$ cat config.mk
export PLATFORM = sky130hd
export DESIGN_NAME = cache_mem_arbiter_flat
export DESIGN_NICKNAME = d
export VERILOG_FILES = /design/src/rtl/cache_mem_arbiter_if.sv /design/src/rtl/cache_mem_arbiter.sv /design/src/flat_wrapper.sv
export SDC_FILE = /design/constraint.sdc
export NUM_CORES = 1
export LEC_CHECK = 0
export ABC_AREA = 1
export CAP_MARGIN = 20
export CORE_AREA = 2 2 272 274
export DETAILED_ROUTE_END_ITERATION = 8
export DIE_AREA = 0 0 274 276
export PLACE_DENSITY_LB_ADDON = 0.25
export SLEW_MARGIN = 15
export SYNTH_ARGS = -nofsm -noshare
export SYNTH_HDL_FRONTEND = slang
export SYNTH_SLANG_ARGS = --single-unit
$ cat constraint.sdc
create_clock -name clk -period 2 [get_ports clk]
set_input_delay 0.6 -clock clk [delete_from_list [all_inputs] [get_ports clk]]
set_output_delay 0.6 -clock clk [all_outputs]
set_load 0.03 [all_outputs]
$ cat src/rtl/cache_mem_arbiter_if.sv
// Bundle between the L1 caches, the arbiter and the physical memory port.
// slave = arbiter view; master = caches plus pmem (the arbiter's environment).
interface cache_mem_arbiter_if #(
  parameter int ADDR_W = 16,
  parameter int LINE_W = 128
);
  logic              i_read;
  logic [ADDR_W-1:0] i_address;
  logic [LINE_W-1:0] i_rdata;
  logic              i_resp;
  logic              d_read;
  logic              d_write;
  logic [ADDR_W-1:0] d_address;
  logic [LINE_W-1:0] d_wdata;
  logic [LINE_W-1:0] d_rdata;
  logic              d_resp;
  logic              pmem_read;
  logic              pmem_write;
  logic [ADDR_W-1:0] pmem_address;
  logic [LINE_W-1:0] pmem_wdata;
  logic [LINE_W-1:0] pmem_rdata;
  logic              pmem_resp;
  logic              arb_busy;

  modport slave (
    input  i_read, i_address, d_read, d_write, d_address, d_wdata, pmem_rdata, pmem_resp,
    output i_rdata, i_resp, d_rdata, d_resp, pmem_read, pmem_write, pmem_address, pmem_wdata,
           arb_busy
  );

  modport master (
    output i_read, i_address, d_read, d_write, d_address, d_wdata, pmem_rdata, pmem_resp,
    input  i_rdata, i_resp, d_rdata, d_resp, pmem_read, pmem_write, pmem_address, pmem_wdata,
           arb_busy
  );
endinterface

$ cat src/rtl/cache_mem_arbiter.sv
// Shares pmem between icache fills and dcache fills/write-backs; dcache first, icache starvation-bounded.
// Latency: one edge from IDLE grant to pmem strobe; requesters stall holding their request until resp.
module cache_mem_arbiter #(
  parameter int ADDR_W       = 16,
  parameter int LINE_W       = 128,
  parameter int STARVE_LIMIT = 4
) (
  input logic                clk,
  input logic                rst_n,
  cache_mem_arbiter_if.slave bus
);
  typedef enum logic [1:0] {IDLE, SERVE_I, SERVE_D} state_t;

  typedef struct packed {
    logic              rd;
    logic              wr;
    logic [ADDR_W-1:0] addr;
    logic [LINE_W-1:0] wdata;
  } pmem_req_t;

  localparam logic [3:0] W_LIMIT = 4'(STARVE_LIMIT);

  state_t    r_state, w_state_nxt;
  pmem_req_t r_req, w_req_nxt;
  logic [3:0] r_starve_cnt, w_starve_nxt;
  logic       r_dead, w_dead_nxt;
  logic       w_d_req, w_grant_d, w_grant_i;

  assign w_d_req   = bus.d_read | bus.d_write;
  assign w_grant_d = w_d_req && (!bus.i_read || (r_starve_cnt < W_LIMIT));
  assign w_grant_i = !w_grant_d && bus.i_read;

  always_ff @(posedge clk or negedge rst_n) begin
    if (!rst_n) begin
      r_state      <= IDLE;
      r_req        <= '0;
      r_starve_cnt <= '0;
      r_dead       <= 1'b0;
    end else begin
      r_state      <= w_state_nxt;
      r_req        <= w_req_nxt;
      r_starve_cnt <= w_starve_nxt;
      r_dead       <= w_dead_nxt;
    end
  end

  always_comb begin
    w_state_nxt  = r_state;
    w_req_nxt    = r_req;
    w_starve_nxt = r_starve_cnt;
    w_dead_nxt   = 1'b0;
    unique case (r_state)
      IDLE: begin
        w_req_nxt = '0;
        if (!bus.i_read) w_starve_nxt = '0;
        // The first IDLE cycle after a serve grants nothing, so a requester still
        // holding its just-answered request is not served twice.
        if (!r_dead) begin
          if (w_grant_d) begin
            w_state_nxt     = SERVE_D;
            w_req_nxt.rd    = bus.d_read & ~bus.d_write;
            w_req_nxt.wr    = bus.d_write;
            w_req_nxt.addr  = bus.d_address;
            w_req_nxt.wdata = bus.d_wdata;
            if (bus.i_read)
              w_starve_nxt = (r_starve_cnt < W_LIMIT) ? r_starve_cnt + 4'd1 : W_LIMIT;
          end else if (w_grant_i) begin
            w_state_nxt    = SERVE_I;
            w_req_nxt.rd   = 1'b1;
            w_req_nxt.addr = bus.i_address;
            w_starve_nxt   = '0;
          end
        end
      end
      SERVE_I, SERVE_D: begin
        if (bus.pmem_resp) begin
          w_state_nxt = IDLE;
          w_req_nxt   = '0;
          w_dead_nxt  = 1'b1;
        end
      end
      default: begin
        w_state_nxt = IDLE;
        w_req_nxt   = '0;
      end
    endcase
  end

  assign bus.pmem_read    = r_req.rd;
  assign bus.pmem_write   = r_req.wr;
  assign bus.pmem_address = r_req.addr;
  assign bus.pmem_wdata   = r_req.wdata;

  assign bus.i_resp   = (r_state == SERVE_I) & bus.pmem_resp;
  assign bus.d_resp   = (r_state == SERVE_D) & bus.pmem_resp;
  assign bus.i_rdata  = bus.pmem_rdata;
  assign bus.d_rdata  = bus.pmem_rdata;
  assign bus.arb_busy = (r_state != IDLE);
endmodule

$ cat src/flat_wrapper.sv
// flat-port wrapper written by rule: the top's interface ports become plain ports
module cache_mem_arbiter_flat 
#(
  parameter int ADDR_W       = 16,
  parameter int LINE_W       = 128,
  parameter int STARVE_LIMIT = 4
)
  (clk, rst_n, bus_i_read, bus_i_address, bus_d_read, bus_d_write, bus_d_address, bus_d_wdata, bus_pmem_rdata, bus_pmem_resp, bus_i_rdata, bus_i_resp, bus_d_rdata, bus_d_resp, bus_pmem_read, bus_pmem_write, bus_pmem_address, bus_pmem_wdata, bus_arb_busy);
  cache_mem_arbiter_if #(.ADDR_W(ADDR_W), .LINE_W(LINE_W)) bus_i ();
  input logic clk;
  input logic rst_n;
  input wire logic [$bits(bus_i.i_read)-1:0] bus_i_read;
  input wire logic [$bits(bus_i.i_address)-1:0] bus_i_address;
  input wire logic [$bits(bus_i.d_read)-1:0] bus_d_read;
  input wire logic [$bits(bus_i.d_write)-1:0] bus_d_write;
  input wire logic [$bits(bus_i.d_address)-1:0] bus_d_address;
  input wire logic [$bits(bus_i.d_wdata)-1:0] bus_d_wdata;
  input wire logic [$bits(bus_i.pmem_rdata)-1:0] bus_pmem_rdata;
  input wire logic [$bits(bus_i.pmem_resp)-1:0] bus_pmem_resp;
  output wire logic [$bits(bus_i.i_rdata)-1:0] bus_i_rdata;
  output wire logic [$bits(bus_i.i_resp)-1:0] bus_i_resp;
  output wire logic [$bits(bus_i.d_rdata)-1:0] bus_d_rdata;
  output wire logic [$bits(bus_i.d_resp)-1:0] bus_d_resp;
  output wire logic [$bits(bus_i.pmem_read)-1:0] bus_pmem_read;
  output wire logic [$bits(bus_i.pmem_write)-1:0] bus_pmem_write;
  output wire logic [$bits(bus_i.pmem_address)-1:0] bus_pmem_address;
  output wire logic [$bits(bus_i.pmem_wdata)-1:0] bus_pmem_wdata;
  output wire logic [$bits(bus_i.arb_busy)-1:0] bus_arb_busy;
  assign bus_i.i_read = bus_i_read;
  assign bus_i.i_address = bus_i_address;
  assign bus_i.d_read = bus_d_read;
  assign bus_i.d_write = bus_d_write;
  assign bus_i.d_address = bus_d_address;
  assign bus_i.d_wdata = bus_d_wdata;
  assign bus_i.pmem_rdata = bus_pmem_rdata;
  assign bus_i.pmem_resp = bus_pmem_resp;
  assign bus_i_rdata = bus_i.i_rdata;
  assign bus_i_resp = bus_i.i_resp;
  assign bus_d_rdata = bus_i.d_rdata;
  assign bus_d_resp = bus_i.d_resp;
  assign bus_pmem_read = bus_i.pmem_read;
  assign bus_pmem_write = bus_i.pmem_write;
  assign bus_pmem_address = bus_i.pmem_address;
  assign bus_pmem_wdata = bus_i.pmem_wdata;
  assign bus_arb_busy = bus_i.arb_busy;
  cache_mem_arbiter #(.ADDR_W(ADDR_W), .LINE_W(LINE_W), .STARVE_LIMIT(STARVE_LIMIT)) u_core (.clk(clk), .rst_n(rst_n), .bus(bus_i));
endmodule
==> results.json <==
{
  "num_io_pins": 699,
  "netlist.area_leader.share_pct": 46.7,
  "clock_insertion_delay_worst_skew_ns": 0.47,
  "grt_antenna_before_repair": 4,
  "portBuffers": 314,
  "first_global_vias": 6620,
  "critPathMostFrequentCell": "sky130_fd_sc_hd__buf_12",
  "wl_um": 29700,
  "worst_hold_slack_ns": 0.474,
  "die_w_um": 274,
  "holdCritPathClass": "reg2reg",
  "grt_setup_unrepaired": "true",
  "cts_tree": "done",
  "proportion_of_layout_cells_with_a_drive_suffix_above_1_pct": 12.5,
  "place_congestion": 0.731,
  "die-height_um": 276,
  "synth_cell_types": 25,
  "setup_tns_ns": -0.0107,
  "max_capacitance_violation_count": 0,
  "reg2reg_slack_ns": 0.13,
  "detailroute.via_count": 6166,
  "initial_core_utilization_pct": 11.3,
  "seq_area_frac_synth_pct": 46.7,
  "vias_per_cell": 3.04,
  "outcome": "finished with violations",
  "cts-root-to-sink-buffers": 2,
  "timing_max_transition_violations_final": 0,
  "cts-buffers-inserted": 17,
  "timing.final.crit_share_pct": 100,
  "max_clock_freq_ghz": 0.498,
  "cp-end-kind": "output port",
  "crit_path_max_fanout": 3,
  "drt_pre_antenna_iters": 4,
  "gr-total-overflow": 0,
  "grt_first_pass_wirelength_um": 43500,
  "worst_slack_ns": -0.00624,
  "place_hpwl_um": 22800,
  "crit_required_ns": 1.40,
  "peakVddDrop_mv": 0.477,
  "drt_iter0_drc": 206,
  "p_leak_nw": 5.61,
  "ys_seq_elements": 153,
  "pwr_density_cell_nw_per_um2": 1620,
  "dp_worst_setup_slack_ns": -0.217,
  "fin_cells": 2028,
  "post_synthesis_net_count": 1256,
  "postSynthCellCount": 958,
  "relSlewSlack_pct": 75.9,
  "synth.top_cells.by_area": "sky130_fd_sc_hd__dfrtp_1 47%, sky130_fd_sc_hd__buf_4 24%, sky130_fd_sc_hd__nand2_1 16%",
  "htree_levels": 4,
  "die_area_sq_um": 75600,
  "number_of_warnings_reported_in_the_yosys_synthesis_log": 0,
  "netlist_area_before_placement_sq_um": 8200,
  "pin_count_of_the_biggest_net_entering_global_routing": 51,
  "fin_nets": 1354,
  "tightest_slew_ns": 0.362,
  "timing.setup.critical_path_class": "reg2out",
  "ant_nets": 0,
  "cp_data_arrival_time_ns": 1.41,
  "drc": 0,
  "flow.area_growth_from_synthesis_pct": 40.5,
  "grtUsageTotal_pct": 7.94,
  "dp_cells": 1992,
  "final_design_area_no_fill_sq_um": 11500,
  "clock-sinks": 153,
  "timing_hold_violations_final": 0,
  "worst_setup_hold_path_clk_slew_ns": 0.07,
  "post_drt_wl_per_cell_um": 14.7,
  "syn_area_per_cell_sq_um": 8.56,
  "cp_cell_sequence": "inv_2, buf_12, ha_4, inv_4, buf_12",
  "failing_checks": "negative setup slack",
  "timing.critical_path.from_type": "flip-flop",
  "critical_path.slowest_cell": "sky130_fd_sc_hd__dfrtp_1",
  "slowest_delay_ns": 0.40,
  "fp.coreArea_sq_um": 72600,
  "placementRows": 99,
  "setup_viol": 2,
  "antennaDiodeCount": 0,
  "netlist.top_cell.by_area": "sky130_fd_sc_hd__dfrtp_1",
  "skew_ns": 0.0118,
  "filler_instances": 8321,
  "cell_at_the_root_of_the_clock_tree": "sky130_fd_sc_hd__clkbuf_16",
  "finalWorstPathRequiredPeriod_ns": 2.01,
  "placedInstanceArea_sq_um": 11000
}
[cells in the final DEF, fill, tap and decap left out, types with 2 or more instances in the layout]
cell type                         count
sky130_fd_sc_hd__buf_12              21
sky130_fd_sc_hd__buf_4               42
sky130_fd_sc_hd__buf_6                3
sky130_fd_sc_hd__bufinv_16            2
sky130_fd_sc_hd__clkbuf_1             2
sky130_fd_sc_hd__clkbuf_16           17
sky130_fd_sc_hd__clkbuf_8             3
sky130_fd_sc_hd__clkdlybuf4s50_1    163
sky130_fd_sc_hd__clkinv_4             2
sky130_fd_sc_hd__clkinvlp_4           3
sky130_fd_sc_hd__dfrtp_1            153
sky130_fd_sc_hd__dlygate4sd2_1      143
sky130_fd_sc_hd__ha_1                 2
sky130_fd_sc_hd__inv_1               11
sky130_fd_sc_hd__inv_2                5
sky130_fd_sc_hd__inv_6                4
sky130_fd_sc_hd__nand2_1            344
sky130_fd_sc_hd__nand2_2             22
sky130_fd_sc_hd__nand3_1             33
sky130_fd_sc_hd__nor2_1               5
sky130_fd_sc_hd__nor2_4               2
sky130_fd_sc_hd__o21ai_0             60
sky130_fd_sc_hd__o21ai_1             15
[cell type report]
cell class              instances  area [sq um]  area share, %
clock inverters                11           135           1.17
well taps                     959          1200           10.4
multi-input cells             493          2150           18.7
clock buffers                  21           460           4.00
inverters                      17          66.3          0.576
repair buffers                374          3680           31.9
flip-flops and latches        153          3830           33.2
[report_power, final]
group          leakage [nW]  switching (mW)  internal (mW)  total [mW]
clock network         0.281            1.51           1.92        3.43
registers              2.03           0.806           4.54        5.35
logic                  3.30            6.53           3.36        9.88
total                  5.61            8.84           9.82        18.7
[kinds of logic after synthesis]
logic type | Yosys count | synth area share, %
simple gates | 410 | 20.5
buf+inv | 312 | 27.3
flops | 153 | 46.7
compound gates | 78 | 4.85
fa+ha+maj | 4 | 0.611
mux | 1 | 0.122
[metal layers]
| layer | up-vias | routed length [um] | track usage [%] |
|---|---|---|---|
| met1 | 2797 | 11400 | 8.40 |
| li1 | 2913 | - | - |
| met2 | 357 | 13000 | 11.8 |
| met3 | 95 | 3680 | 4.81 |
| met4 | 4 | 1590 | 5.25 |
| met5 | - | 27 | 0 |
[critical path, delay by kind of cell (launching register included)]
| family | cells | cell delay [ns] |
|---|---|---|
| adders and majority gates | 1 | 0.16 |
| buffers and inverters | 4 | 0.38 |
| DFF | 1 | 0.40 |
[what timing repair did]
action,in CTS,in global routing
hold buffers,1,0
gates cloned,0,0
hold endpoints to repair,26,0
endpoints found under the setup margin,145,3
resized for setup,151,5
pin swaps,1,0
setup buffers,1,2
[synthesized netlist by cell type]
master / count
sky130_fd_sc_hd__buf_4: 259
sky130_fd_sc_hd__nand2_1: 345
sky130_fd_sc_hd__nor2_4: 2
sky130_fd_sc_hd__inv_2: 1
sky130_fd_sc_hd__inv_1: 16
sky130_fd_sc_hd__buf_6: 5
sky130_fd_sc_hd__nor2_8: 1
sky130_fd_sc_hd__buf_8: 1
sky130_fd_sc_hd__buf_12: 1
sky130_fd_sc_hd__nor2_2: 1
sky130_fd_sc_hd__a21oi_2: 1
sky130_fd_sc_hd__buf_2: 21
sky130_fd_sc_hd__nor2_1: 5
sky130_fd_sc_hd__nand3_1: 33
sky130_fd_sc_hd__ha_1: 4
sky130_fd_sc_hd__a21oi_1: 1
sky130_fd_sc_hd__dfrtp_1: 153
sky130_fd_sc_hd__mux2i_1: 1
sky130_fd_sc_hd__nand4_1: 1
sky130_fd_sc_hd__o21ai_1: 15
sky130_fd_sc_hd__o21ai_0: 60
sky130_fd_sc_hd__clkbuf_1: 8
sky130_fd_sc_hd__nand2_2: 21
sky130_fd_sc_hd__o21ai_2: 1
sky130_fd_sc_hd__nand2_4: 1
[metrics by stage]
step	util, %	total power [mW]
detailed placement	15.2	16.5
global placement	15.2	16.5
floorplan	-	11.9
global route	15.9	20.1
finish	15.9	18.7
CTS	15.8	19.2
[path summary, 6_finish.rpt]
check / from / depth (start not counted) / end
max: u_core.r_state[1] / 5 / bus_arb_busy
min: u_core.bus.pmem_wdata[91] / 2 / u_core.bus.pmem_wdata[91]
max reg2reg: u_core.r_state[0] / 9 / u_core.bus.pmem_address[8]
min reg2reg: u_core.bus.pmem_wdata[91] / 2 / u_core.bus.pmem_wdata[91]
max in group asynchronous: rst_n / 4 / u_core.bus.pmem_wdata[101]
min in group asynchronous: rst_n / 2 / u_core.bus.pmem_wdata[22]
[flip-flops by register name (all words and copies together) (netlist names)]
name	flops
u_core.bus.pmem_read	1
u_core.bus.pmem_address	16
u_core.bus.pmem_write	1
u_core.bus.pmem_wdata	128
u_core.r_dead	1
u_core.r_state	2
u_core.r_starve_cnt	4
(Power assumes the default switching activity.)
